### src/rtl/gc_conf_pkg.sv
// Shared definitions for the Global Controller configuration sequencer.
package gc_conf_pkg;

  // Target select codes on the shared conf bus
  localparam logic [2:0] SEL_IDLE   = 3'b000;
  localparam logic [2:0] SEL_STRIDE = 3'b011;

  // Error codes reported on err_code while error=1
  localparam logic [1:0] ERR_BAD_COUNT     = 2'b00;
  localparam logic [1:0] ERR_ALREADY_ACKED = 2'b01;
  localparam logic [1:0] ERR_EARLY_ACK     = 2'b10;
  localparam logic [1:0] ERR_ACK_TIMEOUT   = 2'b11;

  typedef enum logic [2:0] {
    ST_IDLE,
    ST_HDR_SEL,
    ST_HDR_CNT,
    ST_SEND,
    ST_WAIT_ACK,
    ST_DONE,
    ST_ERR
  } conf_state_e;

endpackage

### src/rtl/gc_conf_ack_timer.sv
// Saturating WAIT_ACK cycle timer. expired_o is registered one cycle early so it
// is high in the cycle whose closing edge takes the count to ACK_TIMEOUT.
module gc_conf_ack_timer #(
  parameter int unsigned ACK_TIMEOUT = 15
) (
  input  logic conf_clk,
  input  logic reset,
  input  logic clear_i,
  input  logic enable_i,
  output logic expired_o
);

  localparam int unsigned TW = $clog2(ACK_TIMEOUT + 1);

  logic [TW-1:0] count_q, count_d;
  logic          expired_q, expired_d;

  // Next count: clear wins, otherwise count up to ACK_TIMEOUT and hold
  always_comb begin
    count_d   = count_q;
    expired_d = expired_q;
    if (clear_i) begin
      count_d   = '0;
      expired_d = 1'b0;
    end else if (enable_i) begin
      if (count_q != TW'(ACK_TIMEOUT)) count_d = count_q + TW'(1);
      if (count_q == TW'(ACK_TIMEOUT - 2)) expired_d = 1'b1;
    end
  end

  // Timer registers
  always_ff @(posedge conf_clk or posedge reset) begin
    if (reset) begin
      count_q   <= '0;
      expired_q <= 1'b0;
    end else begin
      count_q   <= count_d;
      expired_q <= expired_d;
    end
  end

  assign expired_o = expired_q;

endmodule

### src/rtl/gc_conf_sequencer.sv
// Configuration master: parses a header-framed word stream and issues each
// target's payload on conf_bus/sel, one word per cycle, then waits for its ack.
module gc_conf_sequencer
  import gc_conf_pkg::*;
#(
  parameter int unsigned CONF_WIDTH   = 8,
  parameter int unsigned SELECT_WIDTH = 3,
  parameter int unsigned ACK_TIMEOUT  = 15
) (
  input  logic                         conf_clk,
  input  logic                         reset,
  input  logic                         start,
  input  logic [CONF_WIDTH-1:0]        src_data,
  input  logic                         src_valid,
  output logic                         src_ready,
  output logic [CONF_WIDTH-1:0]        conf_bus,
  output logic [SELECT_WIDTH-1:0]      sel,
  input  logic [(2**SELECT_WIDTH)-1:0] conf_ack_bus,
  output logic                         busy,
  output logic                         done,
  output logic                         error,
  output logic [1:0]                   err_code
);

  conf_state_e             state_q, state_d;
  logic [SELECT_WIDTH-1:0] target_q, target_d;
  logic [CONF_WIDTH-1:0]   remaining_q, remaining_d;
  logic [CONF_WIDTH-1:0]   conf_bus_q, conf_bus_d;
  logic [SELECT_WIDTH-1:0] sel_q, sel_d;
  logic                    busy_q, busy_d;
  logic                    done_q, done_d;
  logic                    error_q, error_d;
  logic [1:0]              err_code_q, err_code_d;

  logic [SELECT_WIDTH-1:0] hdr_code_c;
  logic                    tgt_ack_c;
  logic                    accept_c;
  logic                    timer_clr_c;
  logic                    timer_en_c;
  logic                    timer_expired;

  assign hdr_code_c = src_data[SELECT_WIDTH-1:0];
  assign tgt_ack_c  = conf_ack_bus[target_q];

  // Ready is decoded straight from the state so a late ack blocks the word it collides with
  assign src_ready = (state_q == ST_HDR_SEL) || (state_q == ST_HDR_CNT) ||
                     ((state_q == ST_SEND) && !tgt_ack_c);
  assign accept_c  = src_valid && src_ready;

  assign timer_en_c  = (state_q == ST_WAIT_ACK);
  assign timer_clr_c = !timer_en_c;

  gc_conf_ack_timer #(
    .ACK_TIMEOUT (ACK_TIMEOUT)
  ) u_ack_timer (
    .conf_clk  (conf_clk),
    .reset     (reset),
    .clear_i   (timer_clr_c),
    .enable_i  (timer_en_c),
    .expired_o (timer_expired)
  );

  // Next-state and registered-output decode; sel drops to idle unless a word is issued
  always_comb begin
    state_d     = state_q;
    target_d    = target_q;
    remaining_d = remaining_q;
    conf_bus_d  = conf_bus_q;
    sel_d       = SELECT_WIDTH'(SEL_IDLE);
    busy_d      = busy_q;
    done_d      = done_q;
    error_d     = error_q;
    err_code_d  = err_code_q;

    case (state_q)
      ST_IDLE, ST_ERR: begin
        if (start) begin
          state_d    = ST_HDR_SEL;
          busy_d     = 1'b1;
          done_d     = 1'b0;
          error_d    = 1'b0;
          err_code_d = 2'b00;
        end
      end
      ST_HDR_SEL: begin
        if (accept_c) begin
          if (hdr_code_c == SELECT_WIDTH'(SEL_IDLE)) begin
            state_d = ST_DONE;
            busy_d  = 1'b0;
            done_d  = 1'b1;
          end else begin
            target_d = hdr_code_c;
            if (conf_ack_bus[hdr_code_c]) begin
              state_d    = ST_ERR;
              busy_d     = 1'b0;
              error_d    = 1'b1;
              err_code_d = ERR_ALREADY_ACKED;
            end else begin
              state_d = ST_HDR_CNT;
            end
          end
        end
      end
      ST_HDR_CNT: begin
        if (accept_c) begin
          if (src_data == '0) begin
            state_d    = ST_ERR;
            busy_d     = 1'b0;
            error_d    = 1'b1;
            err_code_d = ERR_BAD_COUNT;
          end else begin
            remaining_d = src_data;
            state_d     = ST_SEND;
          end
        end
      end
      ST_SEND: begin
        if (tgt_ack_c) begin
          state_d    = ST_ERR;
          busy_d     = 1'b0;
          error_d    = 1'b1;
          err_code_d = ERR_EARLY_ACK;
        end else if (accept_c) begin
          conf_bus_d  = src_data;
          sel_d       = target_q;
          remaining_d = remaining_q - CONF_WIDTH'(1);
          if (remaining_q == CONF_WIDTH'(1)) state_d = ST_WAIT_ACK;
        end
      end
      ST_WAIT_ACK: begin
        if (tgt_ack_c) begin
          state_d = ST_HDR_SEL;
        end else if (timer_expired) begin
          state_d    = ST_ERR;
          busy_d     = 1'b0;
          error_d    = 1'b1;
          err_code_d = ERR_ACK_TIMEOUT;
        end
      end
      ST_DONE: begin
        state_d = ST_IDLE;
      end
      default: begin
        state_d = ST_IDLE;
      end
    endcase
  end

  // State and output registers; reset drops the bus word immediately
  always_ff @(posedge conf_clk or posedge reset) begin
    if (reset) begin
      state_q     <= ST_IDLE;
      target_q    <= '0;
      remaining_q <= '0;
      conf_bus_q  <= '0;
      sel_q       <= '0;
      busy_q      <= 1'b0;
      done_q      <= 1'b0;
      error_q     <= 1'b0;
      err_code_q  <= 2'b00;
    end else begin
      state_q     <= state_d;
      target_q    <= target_d;
      remaining_q <= remaining_d;
      conf_bus_q  <= conf_bus_d;
      sel_q       <= sel_d;
      busy_q      <= busy_d;
      done_q      <= done_d;
      error_q     <= error_d;
      err_code_q  <= err_code_d;
    end
  end

  assign conf_bus = conf_bus_q;
  assign sel      = sel_q;
  assign busy     = busy_q;
  assign done     = done_q;
  assign error    = error_q;
  assign err_code = err_code_q;

endmodule

### config.mk
export PLATFORM = sky130hd
export DESIGN_NAME = gc_conf_sequencer
export DESIGN_NICKNAME = d
export VERILOG_FILES = /design/src/rtl/gc_conf_pkg.sv /design/src/rtl/gc_conf_ack_timer.sv /design/src/rtl/gc_conf_sequencer.sv
export SDC_FILE = /design/constraint.sdc
export NUM_CORES = 1
export LEC_CHECK = 0
export BUFFER_PORTS_ARGS = -buffer_cell sky130_fd_sc_hd__buf_2
export CORE_MARGIN = 2
export CORE_UTILIZATION = 30
export CTS_BUF_LIST = sky130_fd_sc_hd__clkbuf_16
export CTS_CLUSTER_SIZE = 25
export DETAILED_ROUTE_END_ITERATION = 10
export GPL_ROUTABILITY_DRIVEN = 0
export PLACE_DENSITY = 0.51
export SLEW_MARGIN = 5
export SYNTH_ARGS = -nofsm -noshare
export SYNTH_HDL_FRONTEND = slang
export SYNTH_SLANG_ARGS = --single-unit
export TNS_END_PERCENT = 50
### constraint.sdc
create_clock -name conf_clk -period 2.71 [get_ports conf_clk]
set_input_delay 0.271 -clock conf_clk [delete_from_list [all_inputs] [get_ports conf_clk]]
set_output_delay 0.271 -clock conf_clk [all_outputs]
set_load 0.01 [all_outputs]
Yosys cells after proc, flatten, opt, wreduce, memory -nomap -nowiden
Cells that the tools add are included.
{"block": "classes", "addsub": 2, "magnitude_cmp": 2, "eq_ne": 27, "n_mux": 61, "bitwise": 2, "n_reduce_logical": 19}
{"operator": "$mux 3", "n": 14}
{"operator": "$mux 8", "n": 4}
{"operator": "$mux 1", "n": 24}
{"operator": "$mux 2", "n": 9}
{"operator": "$ne 2x2->1 const B", "n": 9}
{"operator": "$pmux 8 s2", "n": 1}
{"operator": "$pmux 3 s5", "n": 1}
{"operator": "$ne 2x1->1 const B", "n": 6}
{"operator": "$pmux 1 s5", "n": 2}
{"operator": "$pmux 2 s5", "n": 1}
{"operator": "$reduce_and 10->1", "n": 1}
{"operator": "$reduce_and 9->1", "n": 1}
{"operator": "$eq 8x1->1 const B", "n": 1}
{"operator": "$logic_not 8->1", "n": 1}
{"operator": "$lt 3x4->1 const B", "n": 2}
{"operator": "$mux 4", "n": 2}
{"operator": "$sub 8x1->8 const B", "n": 1}
{"operator": "$bmux 1 s3", "n": 2}
{"operator": "$eq 3x2->1 const B", "n": 2}
{"operator": "$eq 3x3->1 const B", "n": 2}
{"operator": "$logic_not 3->1", "n": 2}
{"operator": "$ne 3x2->1 const B", "n": 2}
{"operator": "$reduce_and 3->1", "n": 2}
{"operator": "$reduce_and 6->1", "n": 1}
{"operator": "other kinds (16)", "n": 20}
{"block": "word_totals", "ff_bits": 35, "inputBits": 20}

Depth between registers and ports, before layout
Gate-level depths: netlist (run 1).
{"block": "depth", "depth_word": 9, "mapped_depth": 8, "mapped_depth_nobuf": 7}

Modules after synthesis
Synthesis (run 1) repeated with hierarchy kept, for this count alone.
{"block": "hier_totals", "hier_cells": 215, "area_unflattened_um2": 2054.5}
{"mod": "gc_conf_sequencer", "n_inst": 1, "cells_each": 188, "area_per_inst_um2": 1781.7}
{"mod": "gc_conf_ack_timer", "n_inst": 1, "cells_each": 27, "area_per_inst_um2": 272.8}

Worst setup path after synthesis (run 1)
Ideal clock, no wire load.
{"block": "synth_timing", "path_kind": "register to register", "start": "reg target_q[0]", "end": "reg remaining_q[0]", "setup_ns": 0.126, "arrival_ns": 1.891, "slack_ns": 0.693, "path_stages_with_launch": 6, "path_buffers": 0, "cell_sequence": "dfrtp_1 -> mux4_2 -> mux2_4 -> o21ai_4 -> nand2_4 -> a221o_1"}
{"block": "synth_via", "elab_chain_cells": 8, "elab_cells_between_ends": 10}
{"item": "from (decl)", "line_no": "gc_conf_sequencer.sv:26", "rtl": "logic [SELECT_WIDTH-1:0] target_q, target_d;"}
{"item": "from (signal assigned)", "line_no": "gc_conf_sequencer.sv:163", "rtl": "target_q <= target_d;"}
{"item": "$bmux 1 s3 *", "line_no": "gc_conf_sequencer.sv:43", "rtl": "assign tgt_ack_c = conf_ack_bus[target_q];"}
{"item": "$mux 1 (implied by the code) *", "line_no": "gc_conf_sequencer.sv:43"}
{"item": "$logic_not 1->1", "line_no": "gc_conf_sequencer.sv:47", "rtl": "((state_q == ST_SEND) && !tgt_ack_c);"}
{"item": "$logic_and 1x1->1", "line_no": "gc_conf_sequencer.sv:47"}
{"item": "$logic_or 1x1->1", "line_no": "gc_conf_sequencer.sv:46", "rtl": "assign src_ready = (state_q == ST_HDR_SEL) || (state_q == ST_HDR_CNT) ||"}
{"item": "$logic_and 1x1->1", "line_no": "gc_conf_sequencer.sv:48", "rtl": "assign accept_c = src_valid && src_ready;"}
{"item": "$ne 2x2->1 (no line)"}
{"item": "$reduce_and 5->1 (no line) *"}
{"item": "to (signal assigned)", "line_no": "gc_conf_sequencer.sv:164", "rtl": "remaining_q <= remaining_d;"}
{"item": "to (decl)", "line_no": "gc_conf_sequencer.sv:27", "rtl": "logic [CONF_WIDTH-1:0] remaining_q, remaining_d;"}
Every way passes the cells marked *; elsewhere a longest branch is shown, timed or not. The select of a mux whose other input is x is not followed.
A chain may end at the register's enable or synchronous reset.

Worst setup path in the final report (run 1)
Same ends and word-level chain as after synthesis.

==> flow_summary_export.csv, run 1 <==
group,metric,value,unit
cells_and_area,fill_cells,690,
sta,grt_setup_unrepaired,"false",
route,routed-wl-met3,288,µm
cells_and_area,n_antenna_cell,0,
global_routing,grt-ovfl-total,0,
clock_tree,htree_levels,2,
route,drcViolationCount,0,
yosys,syn_area,2093,µm²
cells_and_area,stdcell_area,2489,µm²
clock_tree,clk_pin_slew,0.05,ns
sta,setup_viol,0,
global_routing,grt_first_pass_wirelength,8004,µm
power_and_ir_drop,leakage,1.088,nW
sta,fin_crit_sh,0.8493,
floorplan,start_util,0.3098,
route,routed_via_density,5.505,
sta,setup_tns,0,ns
job,cap_violations,0,
yosys,synth_top_area_cell,"dfrtp_1",
placed_design,hpwl,3574,µm
yosys,syn_avg_cell_area,10.21,µm²
worst_setup_path,crit_required,2.87,ns
yosys,ys_ff_latch,35,
route,drt-pass1-iter-count,4,
clock_tree,cts_tree,"done",
clock_tree,numCtsBuffers,5,
clock_tree,clock-sinks,35,
yosys,synth_cell_type_count,56,
yosys,synthArstFlopShare,1.000,
min_path,hp-class,"input pin to async pin",
yosys,synthFlopType,"dfrtp_1",
placed_design,placed_area,2352,µm²
clock_tree,cts_setup_buffers,0,
route,route.layer.met1.wl,2439,µm
power_and_ir_drop,pwr-share-comb,0.470,
placed_design,portBuffers,36,
sta,slew_viol_final,0,
power_and_ir_drop,clock_power_share,0.189,
clock_tree,cts-root-buf,"clkbuf_16",
yosys,synth_area_leaders,"dfrtp_1 (42%), mux2_2 (5.9%), mux4_2 (4.3%), nor2_1 (2.9%), ha_1 (2.4%)",
global_routing,first_global_vias,1586,
worst_setup_path,crit_arrival,2.46,ns
floorplan,die_area,7662,µm²
yosys,synth_nets,229,
route,vias,1767,
worst_setup_path,end_kind,"flop",
cells_and_area,multi_input_area,1114,µm²
sta,slew_headroom,0.6737,
worst_setup_path,criticalPathCategory,"flop to flop",
yosys,synth_cells,205,
clock_tree,clock_latency,0.28,ns
placed_design,post-place-ws,0.3989,ns
route,ant_nets,0,
power_and_ir_drop,pwr_density_cell,1141,nW/µm²
clock_tree,cts_resized,0,
power_and_ir_drop,ir_drop,0.4129,mV
route,top_layer,"met4",
worst_setup_path,critical_path.max_fanout,13,
route,post_drt_wl_per_cell,15.22,µm
floorplan,num_rows,30,
power_and_ir_drop,pwr-share-seq,0.342,
sta,worst_slew_pin_slew,0.4858,ns
cells_and_area,regArea,875.8,µm²
run_status,status,"complete, no violations",
sta,finalWorstSetupSlack,0.4084,ns
yosys,synth_edf_count,0,
global_routing,grt.total_usage,0.1354,
sta,hold_viol_final,0,
yosys,ys_seq_area_frac,0.4184,
clock_tree,cts_max_path_buffers,2,
sta,fmax,434.5,MHz
power_and_ir_drop,intPower,1.706,mW
clock_tree,cts_hold_buffers,0,
yosys,ys_warn_count,0,
route,wl,4887,µm
cells_and_area,syn_to_final_growth,18.89,%
global_routing,grt_max_degree,36,
yosys,synth.top_cell.area_share,0.4184,
global_routing,antenna_found_initial,0,
cells_and_area,drive_above_1_share,0.2988,
floorplan,fp.dieW,87.53,µm
floorplan,core,6756,µm²
route,wl_met2,2091,µm
cells_and_area,nNetsFinal,264,
power_and_ir_drop,power_switching,1.133,mW
worst_setup_path,worstSetupStartpointType,"flop",
power_and_ir_drop,p_sw_frac,0.3992,
sta,skew,0.001964,ns
route,initialDrtViolationCount,248,
sta,fin_crit,2.302,ns
floorplan,io_pins,37,
floorplan,dieHeight,87.53,µm
==> power by group through the flow <==
stage          clock network [mW]  registers [mW]  logic [mW]
2_1_floorplan                   0           0.920        1.05
3_3_place_gp                    0           0.974        1.34
3_5_place_dp                    0           0.974        1.34
4_1_cts                     0.547           0.970        1.35
5_1_grt                     0.576            1.01        1.48
6_report                    0.536           0.970        1.33
==> synth_stat cells (4+ instances only) <==
library cell  instances
a21oi_1               7
a31oi_1               7
buf_2                 5
clkbuf_1              6
dfrtp_1              35
ha_1                  4
inv_1                10
mux2_2               11
mux4_2                4
nand2_1              12
nand3_1               7
nor2_1               16
nor3_1                8
o21ai_0               5
o2bb2ai_1             5
==> worst max-delay path: stages (launching register included) <==
cell,delay [ns]
dfrtp_1,0.42
mux4_2,0.58
mux2_4,0.32
o21ai_4,0.38
nand2_4,0.13
a221o_1,0.35
==> final cells by class <==
cell class / count / area share
sequential: 35 / 0.3519
clock inverter: 3 / 0.004525
inverter: 10 / 0.01508
multi-input combinational: 146 / 0.4475
clock buffer: 5 / 0.05028
timing repair buffer: 42 / 0.09050
tap: 80 / 0.04022
==> registers in the layout (all words and copies together) (netlist names) <==
name and flops:
busy 1, conf_bus 8, done 1, err_code 2, error 1, remaining_q 8, sel 3, state_q 3
target_q 3, u_ack_timer.count_q 4, u_ack_timer.expired_o 1
==> stage by stage <==
step	cells	utilization	power [mW]	hold slack (ns)
floorplan	205	-	1.971	0.4027
global placement	313	0.3481	2.316	0.3974
detailed placement	313	0.3481	2.319	0.4001
CTS	321	0.3683	2.862	0.1056
global route	321	0.3683	3.061	0.1320
finish	321	0.3683	2.839	0.07774
==> placed cells by master, fill, tap and decap left out, drive strengths merged, types with 2 or more instances in the layout <==
master,netlist,routed
a211oi,3,3
a21oi,7,7
a31oi,7,7
buf,8,42
clkbuf,6,5
clkinv,0,2
dfrtp,35,35
ha,4,4
inv,10,11
mux2,15,15
mux2i,2,2
mux4,4,4
nand2,13,13
nand3,7,7
nand3b,2,2
nand4,2,2
nor2,16,16
nor2b,2,2
nor3,9,9
o211ai,2,2
o21ai,9,9
o22ai,3,3
o2bb2ai,5,5
o31a,3,3
o31ai,3,3
or3,3,3
or3b,2,2
or4,2,2
xnor2,2,2
==> worst paths after layout <==
kind	start	end	slack [ns]	depth (start not counted)
setup / recovery	target_q[0]	remaining_q[0]	0.41	5
hold / removal	reset	conf_bus[4]	0.08	3
setup reg to reg	target_q[0]	remaining_q[0]	0.41	5
hold reg to reg	conf_bus[6]	conf_bus[6]	0.48	2
max in group asynchronous	reset	u_ack_timer.count_q[0]	2.31	3
min in group conf_clk	src_data[3]	conf_bus[3]	0.25	2
==> per-layer routing <==
metal / track usage / vias to the layer above
li1: - / 837
met1: 0.2101 / 858
met2: 0.1784 / 68
met3: 0.03582 / 4
met4: 0.04895 / 0
met5: 0 / -
==> cell families (layout without fill, tap and decap cells) <==
| kind of cell | after synthesis | after routing | synth area share |
|---|---|---|---|
| AOI/OAI and AO/OA | 53 | 53 | 0.1913 |
| xor gates and xnor gates | 2 | 2 | 0.008370 |
| adders and majority gates | 4 | 4 | 0.02391 |
| buffers and inverters | 24 | 60 | 0.04961 |
| DFF | 35 | 35 | 0.4184 |
| muxes | 21 | 21 | 0.1411 |
| and+or+nand+nor | 66 | 66 | 0.1674 |
(Power assumes the default switching activity.)
==> run 2, diff against run 1 <==
--- a/config.mk
+++ b/config.mk
@@ -5,6 +5,7 @@
 export SDC_FILE = /design/constraint.sdc
 export NUM_CORES = 1
 export LEC_CHECK = 0
+export ABC_AREA = 1
 export BUFFER_PORTS_ARGS = -buffer_cell sky130_fd_sc_hd__buf_2
 export CORE_MARGIN = 2
 export CORE_UTILIZATION = 30
@@ -12,7 +13,7 @@
 export CTS_CLUSTER_SIZE = 25
 export DETAILED_ROUTE_END_ITERATION = 10
 export GPL_ROUTABILITY_DRIVEN = 0
-export PLACE_DENSITY = 0.51
+export PLACE_DENSITY = 0.53
 export SLEW_MARGIN = 5
 export SYNTH_ARGS = -nofsm -noshare
 export SYNTH_HDL_FRONTEND = slang
==> constraint.sdc (replaced) <==
create_clock -name conf_clk -period 1.9 [get_ports conf_clk]
set_input_delay 0.19 -clock conf_clk [delete_from_list [all_inputs] [get_ports conf_clk]]
set_output_delay 0.19 -clock conf_clk [all_outputs]
set_load 0.01 [all_outputs]
==> run 2 against run 1 <==
  * Worst setup slack got worse by 0.26 ns
  * Cell count increased by 38%
  * Design area increased by 8.3%
==> flow_summary_export.csv, run 2 <==
group,metric,value,unit
sta,worst_slew_pin_slew,0.4559,ns
yosys,synth_area_leaders,"dfrtp_1 (40%), nand2_1 (14%), nand3_1 (7.2%), inv_1 (6.8%), o21ai_0 (5.2%)",
placed_design,portBuffers,36,
clock_tree,cts_resized,0,
yosys,synth_edf_count,0,
yosys,synth_adder_area_share,0.02264,
sta,grt_setup_unrepaired,"false",
floorplan,die_area,8072,µm²
sta,setup_tns,0,ns
yosys,ys_warn_count,0,
yosys,ys_seq_area_frac,0.3962,
route,ant_nets,0,
clock_tree,htree_levels,2,
yosys,synth-xor-area-share,0.01188,
yosys,synth_most_common_cell,"nand2_1",
clock_tree,cts_max_path_buffers,2,
clock_tree,cts_tree,"done",
cells_and_area,syn_to_final_growth,21.96,%
clock_tree,clk_pin_slew,0.05,ns
power_and_ir_drop,pwr_density_cell,1532,nW/µm²
yosys,synth_compound_area_frac,0.1115,
yosys,synth_cell_type_count,27,
worst_setup_path,path_delay_family,"simple AND/OR/NAND/NOR gates",
yosys,muxShareOfSynthArea,0,
floorplan,dieHeight,89.85,µm
floorplan,num_rows,31,
sta,setup_viol,0,
route,wl,5397,µm
floorplan,fp.dieW,89.85,µm
worst_setup_path,cpPeakStageDelay,0.45,ns
yosys,synthArstFlopShare,1.000,
worst_setup_path,critical_path.max_fanout,16,
worst_setup_path,slowest_stage,"dfrtp_1",
placed_design,hpwl,4074,µm
yosys,synthFlopType,"dfrtp_1",
clock_tree,clock_latency,0.28,ns
yosys,synth_cells,296,
global_routing,grt-ovfl-total,0,
global_routing,grt_max_degree,36,
sta,fmax,570.4,MHz
clock_tree,cts-root-buf,"clkbuf_16",
sta,skew,0.004112,ns
global_routing,first_global_vias,1899,
sta,slew_viol_final,0,
cells_and_area,n_antenna_cell,0,
floorplan,io_pins,37,
clock_tree,numCtsBuffers,5,
worst_setup_path,crit_path_cell_trace,"nor2_4, inv_2, nor2_8, nand3_4, nand3_2, buf_2",
power_and_ir_drop,total_power,4.132,mW
global_routing,grt.total_usage,0.1393,
global_routing,antenna_found_initial,0,
yosys,ys_ff_latch,35,
sta,fin_crit,1.753,ns
yosys,synth_top_family_by_area,"simple AND/OR/NAND/NOR gates",
cells_and_area,final_cell_mix,"nand2_1 (83), inv_1 (40), buf_2 (36), dfrtp_1 (35), nand3_1 (32)",
worst_setup_path,end_kind,"output pin",
route,drt-pass1-iter-count,4,
job,cap_violations,0,
sta,slew_headroom,0.6961,
yosys,synth_top_area_cell,"dfrtp_1",
worst_setup_path,criticalPathCategory,"flop to output pin",
yosys,synthSimpleGateAreaFrac,0.3605,
yosys,syn_area,2211,µm²
min_path,hp-class,"input pin to async pin",
route,routed_via_density,4.554,
worst_setup_path,worstSetupStartpointType,"flop",
power_and_ir_drop,leakage,1.464,nW
sta,hold_viol_final,0,
yosys,yosys-top-cells-count,"nand2_1 (83), inv_1 (40), dfrtp_1 (35)",
power_and_ir_drop,ir_drop,0.4258,mV
cells_and_area,final_common_cell,"nand2_1",
yosys,synth_nets,320,
run_status,status,"complete, no violations",
yosys,syn_avg_cell_area,7.469,µm²
route,vias,2013,
worst_setup_path,crit_required,1.71,ns
global_routing,grt_first_pass_wirelength,9114,µm
cells_and_area,nNetsFinal,366,
sta,fin_crit_sh,0.9228,
cells_and_area,drive_above_1_share,0.2566,
worst_setup_path,crit_buf_inv,2,
route,initialDrtViolationCount,108,
floorplan,core,7176,µm²
route,post_drt_wl_per_cell,12.21,µm
clock_tree,clock-sinks,35,
route,drcViolationCount,0,
cells_and_area,final_core_util,0.3758,
yosys,synth.top_cell.area_share,0.3962,
floorplan,start_util,0.3081,
worst_setup_path,crit_arrival,1.56,ns
cells_and_area,fill_cells,756,
[run 2: layer usage]
layer,GRT usage,part of all wire,up-vias
li1,-,-,1038
met1,0.1784,0.48,930
met2,0.2304,0.46,36
met3,0.03101,0.040,9
met4,0.05256,0.018,0
met5,0,0,-
[run 2: kinds of logic after synthesis]
| group | after synthesis |
|---|---|
| xor+xnor | 3 |
| compound gates | 39 |
| buf+inv | 53 |
| fa+ha+maj | 4 |
| flops | 35 |
| simple gates | 162 |
[run 2: area by class of cell]
cell class,instances,area (µm²),share of cell area
multi-input cells,208,1120,0.4153
clock inverters,3,38.79,0.01439
repair buffers,42,225.2,0.08353
flip-flops and latches,35,875.8,0.3248
well taps,99,123.9,0.04594
inverters,50,187.7,0.06961
clock buffers,5,125.1,0.04640
[run 2: worst reg2reg max path: stages, from the launching register on]
cell     delay (ns)
dfrtp_1        0.45
nor2_4         0.15
inv_2          0.08
nor2_8         0.21
nand3_4        0.15
a21oi_4        0.19
buf_4          0.17
nand2_1        0.06
o21ai_0        0.08
[run 2: through the flow]
step | std cells | setup WS [ns] | cell area [µm²] | hold WS (ns)
detailed placement | 432 | 0.1544 | 2517 | 0.3385
global route | 442 | 0.03830 | 2696 | 0.08759
floorplan | 296 | 0.4792 | 2211 | 0.3300
global placement | 432 | 0.2372 | 2517 | 0.3317
CTS | 440 | 0.1412 | 2681 | 0.04056
finish | 442 | 0.1467 | 2696 | 0.008134
[run 2: path summary, 6_finish.rpt]
check                       startpoint              to  slack (ns)  cells past startpoint
max in group asynchronous        reset     conf_bus[3]        1.57                      3
max                         state_q[2]       src_ready        0.15                      6
min                              reset  remaining_q[1]       0.008                      3
min reg2reg                err_code[1]     err_code[1]        0.46                      2
min in group conf_clk      src_data[4]     conf_bus[4]        0.19                      3
max reg2reg                 state_q[2]  remaining_q[6]        0.27                      8
[run 2: repair_timing]
action,in CTS,in global routing
setup buffers,0,2
hold buffers,0,0
endpoints found under the setup margin,0,1
[run 2: power breakdown]
part	internal, mW	switching, mW	total (mW)
Sequential	1.02	0.198	1.22
Combinational	0.706	1.28	1.99
Clock	0.612	0.315	0.927
Total	2.34	1.79	4.13
